`config.mk`:
```
export PLATFORM = sky130hd
export DESIGN_NAME = sync_fifo_arb_ctrl
export DESIGN_NICKNAME = d
export VERILOG_FILES = /design/src/rtl/sync_fifo_arb_ctrl.sv
export SDC_FILE = /design/constraint.sdc
export NUM_CORES = 1
export LEC_CHECK = 0
export BUFFER_PORTS_ARGS = -buffer_cell sky130_fd_sc_hd__buf_2
export CAP_MARGIN = 20
export CORE_ASPECT_RATIO = 0.8
export CORE_UTILIZATION = 49
export CTS_BUF_LIST = sky130_fd_sc_hd__clkbuf_4 sky130_fd_sc_hd__clkbuf_8
export DETAILED_ROUTE_END_ITERATION = 16
export GPL_TIMING_DRIVEN = 0
export PLACE_DENSITY = 0.9
export SYNTH_ARGS = -nofsm -noshare
export SYNTH_HDL_FRONTEND = slang
export SYNTH_SLANG_ARGS = --single-unit
```
`constraint.sdc`:
```
create_clock -name clk -period 2.5 [get_ports clk]
set_input_delay 0.125 -clock clk [delete_from_list [all_inputs] [get_ports clk]]
set_output_delay 0.125 -clock clk [all_outputs]
set_load 0.005 [all_outputs]
```
`src/rtl/sync_fifo_arb_ctrl.sv`:
```
// Round-robin write arbiter and valid/ready read adapter for a shared SYNC_FIFO.
// Read side hides the FIFO's one-cycle pop latency behind a 2-entry skid buffer.
module sync_fifo_arb_ctrl #(
   parameter int REQ_NUM     = 4,
   parameter int REQ_NUM_W   = 2,
   parameter int DAT_W       = 32,
   parameter int FIFO_DEEP_W = 3
) (
   input  logic                         clk,
   input  logic                         rst_n,
   input  logic [REQ_NUM-1:0]           req_vld,
   input  logic [REQ_NUM*DAT_W-1:0]     req_dat,
   output logic [REQ_NUM-1:0]           req_rdy,
   output logic                         fifo_push,
   output logic [DAT_W+REQ_NUM_W-1:0]   fifo_push_dat,
   input  logic                         fifo_full,
   input  logic                         fifo_empty,
   output logic                         fifo_pop,
   input  logic [DAT_W+REQ_NUM_W-1:0]   fifo_pop_dat,
   input  logic                         fifo_pop_dat_vld,
   output logic                         out_vld,
   output logic [DAT_W-1:0]             out_dat,
   output logic [REQ_NUM_W-1:0]         out_src,
   input  logic                         out_rdy,
   output logic [1:0]                   skid_cnt
);

   localparam int W = DAT_W + REQ_NUM_W;

   logic [DAT_W-1:0]     req_arr [REQ_NUM];
   logic [REQ_NUM_W-1:0] rr_ptr_q, rr_ptr_d;
   logic [REQ_NUM_W-1:0] cand;
   logic [REQ_NUM_W-1:0] gnt_idx;
   logic                 gnt_vld;
   logic                 inflight_q;
   logic                 drain;
   logic [2:0]           occ;
   logic [W-1:0]         skid_q [2];
   logic                 rd_q, wr_q;
   logic [1:0]           cnt_q, cnt_d;

   for (genvar i = 0; i < REQ_NUM; i++) begin : g_unpack
      assign req_arr[i] = req_dat[i*DAT_W +: DAT_W];
   end

   // First requester at or after rr_ptr, wrapping to 0.
   always_comb begin
      gnt_vld = 1'b0;
      gnt_idx = '0;
      cand    = '0;
      for (int k = 0; k < REQ_NUM; k++) begin
         cand = REQ_NUM_W'((int'(rr_ptr_q) + k) % REQ_NUM);
         if (!gnt_vld && req_vld[cand]) begin
            gnt_vld = 1'b1;
            gnt_idx = cand;
         end
      end
      if (fifo_full) gnt_vld = 1'b0;
   end

   assign fifo_push     = gnt_vld;
   assign req_rdy       = gnt_vld ? (REQ_NUM'(1) << gnt_idx) : '0;
   assign fifo_push_dat = {gnt_idx, req_arr[gnt_idx]};

   always_comb begin
      rr_ptr_d = rr_ptr_q;
      if (fifo_push) begin
         if (gnt_idx == REQ_NUM_W'(REQ_NUM - 1)) rr_ptr_d = '0;
         else rr_ptr_d = gnt_idx + 1'b1;
      end
   end

   // Pop only if the skid can absorb the word already in flight plus this one.
   assign drain    = out_vld & out_rdy;
   assign occ      = {1'b0, cnt_q} + {2'b0, inflight_q} - {2'b0, drain};
   assign fifo_pop = ~fifo_empty & (occ < 3'd2);

   assign cnt_d    = cnt_q + {1'b0, fifo_pop_dat_vld} - {1'b0, drain};
   assign out_vld  = (cnt_q != 2'd0);
   assign {out_src, out_dat} = skid_q[rd_q];
   assign skid_cnt = cnt_q;

   always_ff @(posedge clk or negedge rst_n) begin
      if (!rst_n) begin
         rr_ptr_q   <= '0;
         inflight_q <= 1'b0;
         cnt_q      <= 2'd0;
         rd_q       <= 1'b0;
         wr_q       <= 1'b0;
         skid_q[0]  <= '0;
         skid_q[1]  <= '0;
      end else begin
         rr_ptr_q   <= rr_ptr_d;
         inflight_q <= fifo_pop;
         cnt_q      <= cnt_d;
         if (fifo_pop_dat_vld) begin
            skid_q[wr_q] <= fifo_pop_dat;
            wr_q         <= ~wr_q;
         end
         if (drain) rd_q <= ~rd_q;
      end
   end

   a_params : assert property (@(posedge clk)
      (FIFO_DEEP_W >= 1) && ((1 << REQ_NUM_W) >= REQ_NUM));

   a_no_overflow : assert property (@(posedge clk) disable iff (!rst_n)
      !(fifo_pop_dat_vld && (cnt_q == 2'd2) && !drain));

   a_inflight : assert property (@(posedge clk) disable iff (!rst_n)
      fifo_pop_dat_vld == inflight_q);

endmodule
```
[Word-level counts from Yosys, hierarchy flattened]
Index checks and enable logic that the tools add are counted.
Word-level totals
  register bits after elaboration: 75
  output and inout port bits: 77
  bits of input ports: 172
  logic and storage cells: 70
Operators by class
  $lt $le $gt $ge: 9
  add/sub/neg operators: 8
  equality and inequality tests: 1
  shift-type cells: 1
  mux-type cells: 28
  reductions and logical operators: 8
  bitwise gates (word level): 8
Operators with widths (number)
  two-way mux 34 bit: 4
  bitwise mux 68 bit: 1
  binary-select mux 32 bit (select 2 bit): 1
  two-way mux 32 bit: 2
  demux 34 bit (select 1 bit): 1
  less-than comparator 2 x 3 -> 1 bit (second input constant): 4
  two-way mux 2 bit: 5
  two-way mux 1 bit: 9
  binary-select mux 1 bit (select 2 bit): 4
  adder 2 x 1 -> 2 bit (second input constant): 2
  adder 2 bit (second input constant): 2
  >= comparator 2 bit (second input constant): 2
  logical AND 1 bit: 4
  two-way mux 4 bit: 1
  inverter 1 -> 2 bit: 2
  << shifter 1 x 2 -> 4 bit (first input constant): 1
  adder 2 x 1 -> 3 bit: 1
  >= comparator 3 bit (second input constant): 1
  zero test 1 bit: 3
  less-than comparator 3 x 2 -> 1 bit (second input constant): 1
  inverter 1 bit: 3
  inverter 2 -> 3 bit: 1
  subtractor 3 x 1 -> 3 bit: 1
  adder 2 x 1 -> 2 bit: 1
  5 further kinds: 6

[Depth between registers and ports, before layout]
  depth in word-level cells: 16
  depth in mapped cells: 10

[Worst setup path before layout]
OpenSTA, ideal clock, no wires.
  kind: register to register
  from: register rr_ptr_q[0]
  to: register rr_ptr_q[1]
  setup time: 0.117 ns
  cell stages (with the launch flop): 11
  required time: 2.383 ns
  setup slack: 0.559 ns
  data arrival time: 1.824 ns
  cell sequence: dfrtp_1 > nor2b_1 > buf_6 > or4b_4 > buf_6 > buf_6 > buf_2 > nand2_1 > ha_1 > nand2_1 > nand2_1
On the way
  word-level cells in the longest chain between the ends: 14
  elaborated cells on any way between the ends: 29
  those cells by class: add/sub (4); eq/ne (1); mux (18); reduce/logical (6)
Ends and longest elaborated chain
  start: declaration: line 31  | logic [REQ_NUM_W-1:0] rr_ptr_q, rr_ptr_d;
  start signal: assignment: line 93  | rr_ptr_q <= rr_ptr_d;
  parallel branches: the longest is 14 deep, another holds adder 2 x 1 -> 2 bit
Several ways; the timed one is not identified. The select of a mux whose other input is x is not followed.
A chain may end at the register's enable or synchronous reset.

[Final worst setup path]
  from: register rr_ptr_q[0]
  to: output fifo_push_dat[27]
On the way
  word-level cells in the longest chain between the ends: 16
  elaborated cells on any way between the ends: 28
  those cells by class: add/sub (3); mux (18); bitwise (1); reduce/logical (6)
Ends and longest elaborated chain
  parallel branches: the longest is 11 deep, another holds adder 2 x 1 -> 2 bit
  two-way mux 2 bit (*): line 53  | if (!gnt_vld && req_vld[cand]) begin
  inverter 2 -> 3 bit (not written as such) (*): line 63  | assign fifo_push_dat = {gnt_idx, req_arr[gnt_idx]};
  binary-select mux 32 bit (select 2 bit) (*): line 63
  two-way mux 32 bit (not written as such) (*) (2 in series): line 63
  end: declaration: line 15  | output logic [DAT_W+REQ_NUM_W-1:0] fifo_push_dat,
Every way passes the cells marked *. The select of a mux whose other input is x is not followed.

==> impl_metrics.csv <==
group,metric,value,unit
setup_path,critical_path_buf_inv_count,2,
cts,clock-sinks,75,
sta,fmax,0.4082,GHz
setup_path,crit_path_cell_trace,"nor2b_4 > or4_4 > buf_4 > a21bo_1 > a32oi_2 > buf_2",
setup_path,slowest_stage,"or4_4",
cts,htreeDepth,3,
synth,synth.top_cell.area_share,34.83,%
synth,yosys_warnings,0,
setup_path,crit_required,2380,ps
final_layout,syn_to_final_growth,35.45,%
setup_path,crit_fanout,10,
global_route,grt_pass1_vias,5071,
sta,fin_crit_sh,97.98,%
sta,holdWs,19.84,ps
setup_path,rr_startpoint,"rr_ptr_q[0]$_DFFE_PN0P_",
final_layout,ff_latch_area,1879,sq um
setup_path,path_depth,6,
setup_path,worstPathArrival,2320,ps
hold_path,hold_class,"primary input to flip-flop",
synth,synth_seq_area_share,34.83,%
die,io_pins,249,
cts,root_buffer,"clkbuf_8",
pwr,ir_worst_vdd,0.0008135,V
sta,tightest_slew,912.2,ps
global_route,grt_pass1_wl,26460,um
setup_path,worstSetupStartpointType,"flip-flop",
setup_path,r2r_end,"rr_ptr_q[1]$_DFFE_PN0P_",
synth,syn-num-nets,722,
synth,synth_seq_cells,75,
detailed_routing,vias,5787,
pwr,power_density,1102,nW/um^2
die,fp.coreArea,10490,sq um
placed_design,gp_congestion,0.9242,
global_route,grt_max_degree,76,
sta,final-max-slew-violation-count,0,
detailed_routing,drt_drc_violations_left,0,
setup_path,worstSetupEndpointType,"output port",
sta,clock-skew-final,8.587,ps
pwr,power_frac_clock,13.8,%
synth,syn_inst,547,
synth,synth_top_area_cell,"dfrtp_1",
synth,synthTopCellsByArea,"dfrtp_1, mux2_2, a21bo_1",
die,start_util,51.38,%
placed_design,dp.cells,935,
sta,setup_slack,50.51,ps
global_route,overflow,0,
synth,avgSynthCellArea,9.852,sq um
final_layout,nets,996,
setup_path,endpoint,"fifo_push_dat[27]",
final_layout,utilization,69.60,%
detailed_routing,viasPerCell,5.960,
setup_path,reg2reg_depth,8,
detailed_routing,wl_per_cell,18.72,um
placed_design,dp_hpwl,13880,um
detailed_routing,dr.pass1.iters,5,
cts,clockBufferDepth,2,
placed_design,post_dp_cell_area,6808,sq um
setup_path,reg2reg_slack,490,ps
run,cap_violations,0,
setup_path,crit_family,"simple AND/OR/NAND/NOR gates",
final_layout,layout-drive-gt1-share,49.82,%
sta,hold_viol_final,0,
status,status,"completed",
sta,tns,0,ps
placed_design,port_buffers,248,
sta,min_period,2449,ps
final_layout,stdcell_area,7300,sq um
sta,relSlewSlack,39.19,%
synth,synth_area,5389,sq um
setup_path,critPathKind,"flip-flop to output port",
die,dieWidth,119.3,um
die,std_cell_rows,33,
pwr,p_sw_share,38.88,%
detailed_routing,wl,18180,um
pwr,power.total,8.045,mW
detailed_routing,ant_nets,0,
die,die_area,11420,sq um
pwr,power.share.sequential,26.9,%
pwr,p_leak,3.384,nW
sta,setup_viol,0,
pwr,p_int,4.917,mW
cts,clock_latency,350,ps
setup_path,cp-startpoint,"rr_ptr_q[0]$_DFFE_PN0P_",
cts,cts_tree,"done",
pwr,p_switching,3.128,mW
final_layout,stdcell_count,971,
pwr,p_comb_share,59.3,%
placed_design,pre_cts_ws,20.60,ps
cts,cts_buffers,9,
synth,synth_cell_types,33,
setup_path,cpPeakStageDelay,630,ps
cts,cts.reportedPaths.clkPinSlew,70,ps
die,die_y,95.80,um
final_layout,fill_cells,861,
global_route,antenna_found_initial,7,
detailed_routing,drt_iter0_drc,597,
global_route,grtUsageTotal,30.34,%
final_layout,multi_input_area,3237,sq um
cell usage in the layout, fill, tap and decap left out, drive strengths merged, types with 3 or more instances in the layout:
cell type / synthesis / final
a32oi: 32 / 32
clkbuf: 44 / 50
nand3: 64 / 64
nor2: 4 / 4
nand2: 44 / 44
mux2: 102 / 102
nor3b: 33 / 33
inv: 3 / 5
buf: 23 / 277
a21bo: 32 / 32
diode: 0 / 6
xor2: 3 / 3
dfrtp: 75 / 75
a221oi: 32 / 32
nor2b: 5 / 5
bufinv: 0 / 3
dlygate4sd3: 0 / 12
nor4: 32 / 32
cells by family after synthesis:
logic type                 synth area share (%)
adders and majority gates                0.8358
DFF                                       34.83
buffers and inverters                     5.897
AOI/OAI and AO/OA                         17.02
xor gates and xnor gates                 0.8128
muxes                                     21.50
and+or+nand+nor                           19.11
power groups by stage:
stage / Clock [mW] / Combinational (mW) / Sequential, mW
2_1_floorplan: 0 / 2.99 / 2.06
4_1_cts: 1.14 / 4.62 / 2.15
3_3_place_gp: 0 / 4.46 / 2.11
5_1_grt: 1.19 / 5.16 / 2.23
6_report: 1.11 / 4.77 / 2.16
3_5_place_dp: 0 / 4.55 / 2.17
routing by layer:
metal  vias up  track usage (%)  part of all wire (%)
li1       2657                -                     -
met1      2737            41.65                    41
met2       348            45.93                    46
met3        43            7.938                    10
met4         2            11.60                   2.8
met5         -                0                 0.072
worst min-delay path by stage:
stage,from,end,cells after the start
finish,fifo_pop_dat[32],skid_q[66]$_DFFE_PN0P_,2
global placement,fifo_empty,inflight_q$_DFF_PN0_,2
CTS,fifo_pop_dat[2],skid_q[2]$_DFFE_PN0P_,2
floorplan,rst_n,inflight_q$_DFF_PN0_,0
global route,fifo_pop_dat[26],skid_q[26]$_DFFE_PN0P_,2
detailed placement,rst_n,skid_q[9]$_DFFE_PN0P_,1
sequential cells by signal, indices dropped and copies added (netlist names):
name,count
skid_q,68
rr_ptr_q,2
skid_cnt,2
inflight_q,1
rd_q,1
wr_q,1
synthesized netlist by cell type:
master,n
mux2_2,102
xor2_1,3
nor3b_1,33
ha_1,2
a21bo_1,32
and2_1,1
or4_1,1
dfrtp_1,75
fa_1,1
or4b_4,1
nand3_1,64
nor2_1,4
mux2i_1,1
a21o_1,1
a32oi_1,32
o21bai_1,1
a221oi_1,32
nor2b_1,5
o21ai_0,1
inv_1,3
xnor2_1,2
buf_1,12
o31ai_1,1
buf_2,5
nand2_1,44
nor3_1,2
or2_2,1
nor4_1,32
buf_6,6
clkbuf_1,44
clkinv_1,1
and3_1,1
a211o_1,1
cell type report:
| cell class | instances | share of cell area (%) |
|---|---|---|
| Timing Repair Buffer | 266 | 19.40 |
| Inverter | 4 | 0.2228 |
| Buffer | 64 | 4.439 |
| Tap cell | 140 | 2.400 |
| Multi-Input combinational cell | 401 | 44.34 |
| Antenna cell | 6 | 0.2057 |
| Clock buffer | 9 | 1.697 |
| Clock inverter | 6 | 1.543 |
| Sequential cell | 75 | 25.75 |
what timing repair did:
action	CTS	global route
resized for setup	11	50
setup buffers	0	6
hold buffers	10	2
setup endpoints to repair	27	34
pin swaps	0	5
hold endpoints to repair	86	2
(Power assumes the default switching activity.)
